==> src/rtl/pipelined_adder_acc_pkg.sv <==
// Shared definitions for the pipelined adder/accumulator: mode encodings,
// output-register states and the flag record carried with each result.
package pipelined_adder_acc_pkg;

   localparam logic [1:0] MODE_ADD = 2'b00;
   localparam logic [1:0] MODE_SUB = 2'b01;
   localparam logic [1:0] MODE_ACC = 2'b10;
   localparam logic [1:0] MODE_CLR = 2'b11;

   localparam logic [0:0] ST_EMPTY = 1'b0;
   localparam logic [0:0] ST_FULL  = 1'b1;

   typedef struct packed {
      logic carry;
      logic ovf;
   } flag_t;

   function automatic logic mode_is_sub(input logic [1:0] mode);
      return mode == MODE_SUB;
   endfunction

   function automatic logic mode_uses_acc(input logic [1:0] mode);
      return mode == MODE_ACC;
   endfunction

endpackage

==> src/rtl/pipelined_adder_acc_core.sv <==
// Combinational add/subtract core with carry and signed-overflow flags.
// Clamps on signed overflow when ADDER_SATURATE_EN is defined.
module add_sub_core
   import pipelined_adder_acc_pkg::*;
#(
   parameter int WIDTH = 8
) (
   input  logic [WIDTH-1:0] A,
   input  logic [WIDTH-1:0] B,
   input  logic             Sub,
   output logic [WIDTH-1:0] Sum,
   output logic             CarryOut,
   output logic             Overflow
);

   logic [WIDTH-1:0] b_eff;
   logic [WIDTH:0]   raw;
   logic [WIDTH-1:0] wrap;
   logic             ovf;

   always_comb begin
      b_eff = Sub ? ~B : B;
      raw   = {1'b0, A} + {1'b0, b_eff} + {{WIDTH{1'b0}}, Sub};
      wrap  = raw[WIDTH-1:0];
      // with B already inverted for subtract, one rule covers both modes
      ovf   = (A[WIDTH-1] == b_eff[WIDTH-1]) && (wrap[WIDTH-1] != A[WIDTH-1]);
   end

`ifdef ADDER_SATURATE_EN
   logic [WIDTH-1:0] sat_pos;
   logic [WIDTH-1:0] sat_neg;

   always_comb begin
      sat_pos = {1'b0, {(WIDTH-1){1'b1}}};
      sat_neg = {1'b1, {(WIDTH-1){1'b0}}};
      // on overflow the true result keeps the sign of A
      if (ovf) begin
         Sum = A[WIDTH-1] ? sat_neg : sat_pos;
      end else begin
         Sum = wrap;
      end
   end
`else
   assign Sum = wrap;
`endif

   assign CarryOut = raw[WIDTH];
   assign Overflow = ovf;

endmodule

==> src/rtl/pipelined_adder_acc.sv <==
// Registered adder/subtractor/accumulator with valid/ready on both sides.
// Optional clamping on signed overflow: define ADDER_SATURATE_EN.
//
// state    | meaning
// ST_EMPTY | no result held, OutValid=0
// ST_FULL  | result held in Sum/flags, OutValid=1
module pipelined_adder_acc
   import pipelined_adder_acc_pkg::*;
#(
   parameter int               WIDTH    = 8,
   parameter logic [WIDTH-1:0] ACC_INIT = '0
) (
   input  logic             Clk,
   input  logic             Reset,
   input  logic             InValid,
   output logic             InReady,
   input  logic [1:0]       Mode,
   input  logic [WIDTH-1:0] Input1,
   input  logic [WIDTH-1:0] Input2,
   output logic             OutValid,
   input  logic             OutReady,
   output logic [WIDTH-1:0] Sum,
   output logic             CarryOut,
   output logic             Overflow,
   output logic [WIDTH-1:0] AccValue
);

   typedef struct packed {
      logic [WIDTH-1:0] sum;
      flag_t            flags;
   } res_t;

   logic [0:0]       state_q, state_d;
   res_t             res_q, res_d;
   logic [WIDTH-1:0] acc_q, acc_d;

   logic             accept;
   logic             transfer;

   logic [WIDTH-1:0] core_a, core_b, core_sum;
   logic             core_sub, core_carry, core_ovf;
   res_t             new_res;

   assign InReady  = (state_q == ST_EMPTY) || OutReady;
   assign accept   = InValid && InReady;
   assign transfer = (state_q == ST_FULL) && OutReady;

   always_comb begin
      core_a   = mode_uses_acc(Mode) ? acc_q : Input1;
      core_b   = mode_uses_acc(Mode) ? Input1 : Input2;
      core_sub = mode_is_sub(Mode);
   end

   add_sub_core #(
      .WIDTH    (WIDTH)
   ) u_core (
      .A        (core_a),
      .B        (core_b),
      .Sub      (core_sub),
      .Sum      (core_sum),
      .CarryOut (core_carry),
      .Overflow (core_ovf)
   );

   always_comb begin
      new_res.sum         = core_sum;
      new_res.flags.carry = core_carry;
      new_res.flags.ovf   = core_ovf;
      if (Mode == MODE_CLR) begin
         new_res.sum   = ACC_INIT;
         new_res.flags = '0;
      end
   end

   always_comb begin
      state_d = state_q;
      res_d   = res_q;
      acc_d   = acc_q;
      if (accept) begin
         state_d = ST_FULL;
         res_d   = new_res;
         if (Mode == MODE_ACC) begin
            acc_d = core_sum;
         end else if (Mode == MODE_CLR) begin
            acc_d = ACC_INIT;
         end
      end else if (transfer) begin
         state_d = ST_EMPTY;
      end
   end

   always_ff @(posedge Clk) begin
      if (Reset) begin
         state_q <= ST_EMPTY;
         res_q   <= '0;
         acc_q   <= ACC_INIT;
      end else begin
         state_q <= state_d;
         res_q   <= res_d;
         acc_q   <= acc_d;
      end
   end

   assign OutValid = (state_q == ST_FULL);
   assign Sum      = res_q.sum;
   assign CarryOut = res_q.flags.carry;
   assign Overflow = res_q.flags.ovf;
   assign AccValue = acc_q;

endmodule

==> config.mk <==
export PLATFORM = sky130hd
export DESIGN_NAME = pipelined_adder_acc
export DESIGN_NICKNAME = d
export VERILOG_FILES = /design/src/rtl/pipelined_adder_acc_pkg.sv /design/src/rtl/pipelined_adder_acc_core.sv /design/src/rtl/pipelined_adder_acc.sv
export SDC_FILE = /design/constraint.sdc
export NUM_CORES = 1
export LEC_CHECK = 0
export CAP_MARGIN = 0
export CORE_MARGIN = 3
export CORE_UTILIZATION = 48
export DETAILED_ROUTE_END_ITERATION = 16
export HOLD_SLACK_MARGIN = 0.03
export PLACE_DENSITY_LB_ADDON = 0.08
export RECOVER_POWER = 100
export SLEW_MARGIN = 20
export SYNTH_ARGS = -nofsm -noshare
export SYNTH_HDL_FRONTEND = slang
export SYNTH_HIERARCHICAL = 1
export SYNTH_SLANG_ARGS = --single-unit
==> constraint.sdc <==
create_clock -name Clk -period 3.2 [get_ports Clk]
set_clock_uncertainty 0.05 [all_clocks]
set_input_delay 0.64 -clock Clk [delete_from_list [all_inputs] [get_ports Clk]]
set_output_delay 0.64 -clock Clk [all_outputs]
set_load 0.05 [all_outputs]
* Word level (Yosys, flattened, before mapping) *
Cells that the tools add are included.

word-level totals
  input bits = 22
  flip-flop bits (word level) = 19
  output and inout bits = 20

cells by class
  add/subtract/negate cells = 2
  reductions and logical operators = 7
  equality and inequality tests = 5
  bitwise gates (word level) = 2
  multiplexer cells = 8

operator list
  operator                                        count
  two-way mux 8 bit                               5
  two-way mux 10 bit                              1
  adder 8 x 8 -> 9 bit                            1
  adder 9 x 1 -> 9 bit                            1
  NOT 8 bit                                       1
  == test 2 bit (second input constant)           2
  nonzero test 2 bit                              2
  logical AND 1 bit                               3
  == test 2 x 1 -> 1 bit (second input constant)  1
  two-way mux 1 bit                               2
  AND reduction 2 bit                             1
  == test 1 bit                                   1
  logical OR 1 bit                                1
  != test 1 bit                                   1
  NOT 1 bit                                       1

* Logic depth before layout (Yosys ltp) *
  depth after elaboration = 9
  gate-level depth with buffers = 13
  depth with buffers taken out = 11

* Hierarchy *
The synthesis kept the hierarchy.

modules (own cells, without submodules)
  module               cells an instance  instances  area an instance (µm²)
  pipelined_adder_acc  110                1          1088.5
  add_sub_core         60                 1          470.5

* Least setup slack after synthesis *
No wires, ideal clock.

  kind = input to register
  start point = in Mode[0]
  end point = reg acc_q[6] (netlist: AccValue[6])
  stages = 12
  library setup time = 0.070 ns
  data arrival time = 2.846 ns
  path slack = 0.233 ns
  path through = nand2b_1 buf_6 buf_12 mux2_4 xor2_1 ha_1 nor2b_1 o31a_1 o31ai_1 a21boi_1 nand4b_1 a21oi_1

on the way
  longest elaborated chain between the ends = 7

ends and longest elaborated chain
  element                   line                            RTL
  start: declaration        pipelined_adder_acc.sv:17       input logic [1:0] Mode,
  == test 2 bit (*)         pipelined_adder_acc_pkg.sv:23   return mode == MODE_ACC;
  two-way mux 8 bit (*)     pipelined_adder_acc.sv:50       core_b = mode_uses_acc(Mode) ? Input1 : Input2;
  named net core_b[2]       pipelined_adder_acc.sv:40       logic [WIDTH-1:0] core_a, core_b, core_sum;
  NOT 8 bit                 pipelined_adder_acc_core.sv:22  b_eff = Sub ? ~B : B;
  two-way mux 8 bit (*)     pipelined_adder_acc_core.sv:22
  adder 8 x 8 -> 9 bit (*)  pipelined_adder_acc_core.sv:23  raw = {1'b0, A} + {1'b0, b_eff} + {{WIDTH{1'b0}}, Sub};
  adder 9 x 1 -> 9 bit (*)  pipelined_adder_acc_core.sv:23
  named net core_sum[6]     pipelined_adder_acc.sv:40
  two-way mux 8 bit (*)     pipelined_adder_acc.sv:82       if (Mode == MODE_ACC) begin
  end signal: assignment    pipelined_adder_acc.sv:96       acc_q <= ACC_INIT;
  end signal: assignment    pipelined_adder_acc.sv:100      acc_q <= acc_d;
  end: declaration          pipelined_adder_acc.sv:35       logic [WIDTH-1:0] acc_q, acc_d;

Mark *: on every way through the listed nets, which the timed path passes. The rest lies on a longest branch.
A chain may end at the register's enable or synchronous reset.

* Worst setup path in the final report *
  start point = in Mode[0]
  end point = reg acc_q[6] (netlist: AccValue[6])

RTL lines
  element                line                            RTL
  == test 2 bit          pipelined_adder_acc_pkg.sv:23
  two-way mux 8 bit      pipelined_adder_acc.sv:49       core_a = mode_uses_acc(Mode) ? acc_q : Input1;
  named net core_a[4]    pipelined_adder_acc.sv:40
  adder 8 x 8 -> 9 bit   pipelined_adder_acc_core.sv:23
  adder 9 x 1 -> 9 bit   pipelined_adder_acc_core.sv:23
  named net core_sum[6]  pipelined_adder_acc.sv:40
  two-way mux 8 bit      pipelined_adder_acc.sv:82

The timed path passes the listed nets, and every way through them passes these cells.

==> results summary <==
In this run the tightest slew margin relative to its limit is 0.632. The number of buffers inserted by hold repair at cts is 0. The buffer and inverter count on the worst path came out at 5. The design draws 0.000854 W. The detailed router finished its first iteration with 59 violations. The initial antenna violation count is 0. The worst setup timing slack at the placement stage came out at -0.330 ns. The detailed-router iteration count before antenna repair is 4. The pin count of the biggest net entering global routing is 21. The type of destination of the critical path is a flop.

After synthesis, the share of flip-flops with an asynchronous set or reset is 0. The y dimension of the die is 63.0 um. Routability-driven placement finished with a final weighted congestion of 0.844. The most common flop cell mapped by yosys is dfxtp_1.

Dividing the final minimum period by the clock period gives 0.928. The area of the die is 3970 sq um. In this design, the stage delay of the slowest critical-path cell is 0.32 ns. The count of filler cells inserted in the layout is 257. The final-layout worst hold slack is 0.432 ns. The fraction of the yosys area taken by sequential cells came out at 0.244. The total power density per cell area is 387 nW/um^2. The transition time at the pin with the least slew margin is 0.552 ns. The number of I/O pins is 42. The via count of the first global-routing pass came to 1491. The post-synth design cell area came out at 1560 sq um. The type of origin of the critical path is an input port.

On the critical path the largest part of the delay comes from compound AO/OA/AOI/OAI gates. The floorplan has 20 rows. For the worst setup path, the data required time is 3.39 ns.

For this run, the post-layout net count is 265. The fraction of final layout cells sized beyond drive strength 1 is 0.256. The number of input and output port buffers inserted came out at 41. Ranked by instance count, the synthesized netlist is headed by o21ai_0 (20), dfxtp_1 (19), nand2b_1 (12). The first global-routing pass estimated 6530 um of wire. The slowest stage of the critical path belongs to the cell ha_1.

The largest fanout of any net on the critical path is 8. The worst path arrival time is 3.16 ns. The cell chosen for the clock root is clkbuf_4.

The number of synthesized flops with an enable pin came out at 0. The synthesized design contains 19 register bits. Ranked by total cell area, the synthesized netlist is headed by dfxtp_1 (24%), mux2_4 (9.6%), o21ai_0 (6.4%), ha_1 (5.6%), xor2_1 (5.1%). The worst-case setup margin in the final layout is 0.231 ns. Summed over all failing endpoints, the final setup total negative slack is 0 ns. The gate count after technology mapping came out at 170.

The area of the placeable core came out at 3080 sq um. The cell with the most instances after synthesis is o21ai_0. In this run the horizontal extent of the chip is 63.0 um. The reported leakage power is 0.954 nW. By instance count, the cell type seen most on the critical path is buf_4. The critical path goes through dlymetal6s2s_1, nand2b_1, buf_12, clkbuf_4, buf_4, mux2_4, ha_1, buf_4, o21a_1, o31a_1, o31ai_2, a21boi_2, nand4b_1, a21oi_1.

The TritonCTS clock tree is built. At the end of the flow the core is filled with cells to 0.716. The count of vias placed by the detailed router came out at 1471.

The vias per cell is 5.29. The number of warning messages in the yosys log came out at 6. The tightest min-delay check is of the reg -> reg type. Dividing the detail-routed wire length by the instance count gives 14.2 um.

The final setup violation count is 0. The later pin in the worst-skew pair is clocked with a latency of 0.30 ns. The tree built by TritonCTS fans out to 19 sinks. The critical path in this run is classified as in -> reg.

The maximum clock insertion buffer count came out at 2. Summed over all layers, the global routing overflow is 0. Compared with the post-synthesis result, the final layout area differs by 41.4%.

The run finished with clean final reports. In this run the mean area of a mapped cell was 9.17 sq um. Detailed placement finished with a half-perimeter wire length of 3030 um.

The total nets after synthesis came out at 200. The max-cap check violation count is 0. The final layout contains routed wiring with a total length of 3940 um. The global-route total usage across every layer is 0.196. The detail route stage leaves a number of antenna-violating nets equal to 0. The minimum clock period after layout is 2.97 ns.

The highest attainable clock frequency is 337 MHz. The worst-case vdd ir drop came out at 325 uV. The DRC violation count after routing is 0. The cell type contributing the most total cell area after synthesis is dfxtp_1.

Setup repair after global routing left no endpoint under its margin. The effective utilization at floorplan is 0.507. The share of Yosys cell area claimed by the top area cell type is 0.244. The number of pins with negative max-slew slack in the final report was 0. The depth of the CTS H-tree came out at 1.

The final number of hold-violating endpoints is 0. The number of unique standard cell types used by synthesis is 45. After clock tree synthesis, the clock-pin slew on the worst setup and hold paths is 0.11 ns. The number of antenna repair diodes came out at 0. The number of buffers added by the clock tree synthesis step is 3.
-- state kept, by name, summed over array words and instances (netlist names) --
name	cells
AccValue	8
Sum	8
CarryOut	1
OutValid	1
Overflow	1
-- area by class of cell --
cell class | count | area [sq um] | area share
flip-flops and latches | 19 | 380 | 0.173
clock inverters | 1 | 5.00 | 0.00227
inverters | 4 | 15.0 | 0.00681
multi-input cells | 135 | 1060 | 0.482
repair buffers | 72 | 663 | 0.301
well taps | 44 | 55.1 | 0.0250
clock buffers | 3 | 22.5 | 0.0102
-- routing by layer --
| layer | up-vias | GRT usage | wire, um |
|---|---|---|---|
| li1 | 748 | - | - |
| met1 | 672 | 0.251 | 1820 |
| met2 | 47 | 0.329 | 1850 |
| met3 | 4 | 0.0378 | 231 |
| met4 | 0 | 0.0606 | 39 |
| met5 | - | 0 | 0 |
-- placed cells by master, fill, tap and decap left out, types with 2 or more instances in the layout --
cell type        Yosys  routed
a21oi_1             11      11
and2_1               2       2
buf_12               1       2
buf_4                0      27
clkbuf_1             4       2
clkbuf_4             0       4
clkdlybuf4s50_1      0      18
dfxtp_1             19      19
dlygate4sd3_1        0      20
dlymetal6s2s_1       0       2
ha_1                 7       7
inv_1                3       4
mux2_2               6       6
mux2_4              10       9
nand2_1              3       3
nand2b_1            12      12
nand3_1              2       2
nand4_1             10      10
nand4b_1             8       8
nor2_1               7       7
o21a_1               2       2
o21ai_0             20      21
xnor2_1              3       3
xor2_1               9       9
-- worst reg2reg max path, delay by kind of cell, from the launching register on --
family,cells,cell delay (ns)
muxes,2,0.49
and+or+nand+nor,2,0.17
DFF,1,0.34
adders and majority gates,1,0.28
AOI/OAI and AO/OA,4,0.99
-- cells by family after synthesis --
family | after synthesis | share of synthesized area
adders and majority gates | 8 | 0.0690
DFF | 19 | 0.244
and+or+nand+nor | 52 | 0.213
xor gates and xnor gates | 12 | 0.0674
buffers and inverters | 16 | 0.0786
muxes | 17 | 0.148
AOI/OAI and AO/OA | 46 | 0.180
-- worst paths after layout --
| check | endpoint | slack, ns | cells after the start | start |
|---|---|---|---|---|
| worst max-delay path | AccValue[6]$_SDFFE_PP0P_ | 0.23 | 14 | Mode[0] |
| worst min register to register | Sum[4]$_SDFFE_PP0P_ | 0.43 | 2 | Sum[4]$_SDFFE_PP0P_ |
| worst min-delay path | Sum[4]$_SDFFE_PP0P_ | 0.43 | 2 | Sum[4]$_SDFFE_PP0P_ |
| worst max register to register | AccValue[6]$_SDFFE_PP0P_ | 0.81 | 9 | AccValue[0]$_SDFFE_PP0P_ |
-- power by group --
group | switching [W] | internal [W] | leakage (nW) | total [W]
sequential | 0.0000118 | 0.000257 | 0.155 | 0.000269
clock | 0.0000769 | 0.0000467 | 0.0177 | 0.000124
combinational | 0.000249 | 0.000213 | 0.781 | 0.000462
-- stage by stage --
step / cell area [sq um] / instances
4_1_cts: 2180 / 276
3_5_place_dp: 2140 / 272
3_3_place_gp: 2140 / 272
6_report: 2200 / 278
2_1_floorplan: 1560 / 170
5_1_grt: 2200 / 278
-- what timing repair did --
item / in CTS / in global routing
setup buffers: 0 / 2
pin swaps: 0 / 4
setup endpoints to repair: 1 / 9
resized for setup: 1 / 7
No activity file was read; power rests on OpenSTA's default activity.
==> RTL edit, RTL diff (same flow settings) <==
Add a define of `ADDER_SATURATE_EN`.
--- a/src/rtl/pipelined_adder_acc_core.sv
+++ b/src/rtl/pipelined_adder_acc_core.sv
@@ -1,5 +1,7 @@
 // Combinational add/subtract core with carry and signed-overflow flags.
 // Clamps on signed overflow when ADDER_SATURATE_EN is defined.
+`define ADDER_SATURATE_EN
+
 module add_sub_core
    import pipelined_adder_acc_pkg::*;
 #(
Function: changed (Yosys sat finds a counterexample within 4 cycles, from zero or initial values and one cycle with Reset high).
==> RTL edit against the original RTL <==
Sequential cell count stayed put. Wire length grew 12%. Maximum frequency fell by 5.1%. Worst setup slack got worse by 0.16 ns. Total power up 14%. Cell area up 3.1%. Area after synthesis increased by 4.5%. Largest cell class unchanged. Highest routed layer unchanged.
==> RTL edit: results <==
INSERT INTO impl_metrics (metric_group, metric, value, unit) VALUES
('final_layout', 'fin_nets', '274', ''),
('power_and_ir_drop', 'leakage', '0.981', 'nW'),
('cts', 'cts_setup_buffers', '2', ''),
('sta', 'timing.slew.headroom', '56.7', '%'),
('worst_setup_path', 'worstReg2RegStart', 'AccValue[2]', ''),
('worst_setup_path', 'worst-endpoint-arrival', '3.31', 'ns'),
('final_layout', 'nFillCells', '260', ''),
('worst_hold_path', 'holdCritStartpoint', 'Sum[0]', ''),
('synthesis', 'post_synth_main_area_contributors', 'sky130_fd_sc_hd__dfxtp_1 (23%), sky130_fd_sc_hd__mux2_4 (9.2%), sky130_fd_sc_hd__o21ai_0 (6.1%)', ''),
('global_routing', 'track_usage', '22.6', '%'),
('synthesis', 'synth_seq_area_share', '23.3', '%'),
('routing', 'dr.first_iter.drc_count', '131', ''),
('placement', 'finalWeightedCongestion', '0.963', ''),
('synthesis', 'synthesis.nets', '216', ''),
('worst_setup_path', 'reg2reg_setup_slack', '0.70', 'ns'),
('global_routing', 'vias_in_the_first_global_route', '1656', ''),
('cts', 'cts_resized', '19', ''),
('status', 'outcome', 'finished clean', ''),
('placement', 'hpwl', '3440', 'um'),
('routing', 'dr_total_vias', '1629', '');
[RTL edit: changes by cell type in the layout (fill, tap and decap cells not counted), moves of 2 or more]
cell,delta
sky130_fd_sc_hd__nor2_2,+2
sky130_fd_sc_hd__dlygate4sd2_1,+2
sky130_fd_sc_hd__buf_12,-2
sky130_fd_sc_hd__o21ai_1,+5
sky130_fd_sc_hd__o21ai_0,-4
sky130_fd_sc_hd__a21oi_2,+5
sky130_fd_sc_hd__nand3_1,-2
sky130_fd_sc_hd__o32a_1,+2
sky130_fd_sc_hd__nand2_1,+4
sky130_fd_sc_hd__nor2_1,+4
sky130_fd_sc_hd__dlymetal6s2s_1,-2
sky130_fd_sc_hd__clkbuf_1,-2
[RTL edit: how the worst max path moves through the flow]
stage / slack [ns] / cells past startpoint / end
2_1_floorplan: 0.02 / 14 / AccValue[6]
3_3_place_gp: -0.47 / 13 / AccValue[5]
3_5_place_dp: -0.57 / 14 / AccValue[6]
4_1_cts: 0.09 / 13 / AccValue[6]
5_1_grt: -0.05 / 15 / AccValue[6]
6_report: 0.07 / 15 / AccValue[6]
[RTL edit: report_power, final]
group	internal (W)	switching, W
clock network	0.0000466	0.0000782
registers	0.000258	0.0000119
logic	0.000256	0.000322
total	0.000561	0.000412
[RTL edit: layer usage]
| layer | routed length (um) | vias up | GRT usage (%) |
|---|---|---|---|
| li1 | - | 787 | - |
| met1 | 1930 | 772 | 30.4 |
| met2 | 2220 | 61 | 38.5 |
| met3 | 220 | 9 | 2.64 |
| met4 | 53 | 0 | 4.75 |
| met5 | 0 | - | 0 |
[RTL edit: metrics by stage]
| step | std cells | TNS [ns] | instance area, um2 | hold slack (ns) |
|---|---|---|---|---|
| floorplan | 186 | 0 | 1630 | 0.638 |
| global placement | 280 | -7.40 | 2160 | 0.408 |
| detailed placement | 280 | -8.91 | 2160 | 0.414 |
| CTS | 286 | 0 | 2260 | 0.433 |
| global route | 287 | -0.0932 | 2270 | 0.446 |
| finish | 287 | 0 | 2270 | 0.424 |
[RTL edit: cell families (layout without fill, tap and decap cells)]
family,count (synthesis),count (layout),share of synthesized area [%]
adder cells (fa/ha/maj),8,8,6.61
flip-flops,19,19,23.3
AND/OR/NAND/NOR,59,59,21.5
XOR/XNOR,12,12,6.45
AO/OA/AOI/OAI,52,52,19.2
multiplexers,17,17,14.2
buffers and inverters,19,76,8.68
[RTL edit: layout make-up]
class	count	area [um2]	share of cell area, %
multi-input combinational	148	1190	52.2
timing repair buffer	68	608	26.7
sequential	19	380	16.7
tap	44	55.1	2.42
clock buffer	3	22.5	0.991
inverter	4	15.0	0.660
clock inverter	1	5.00	0.220
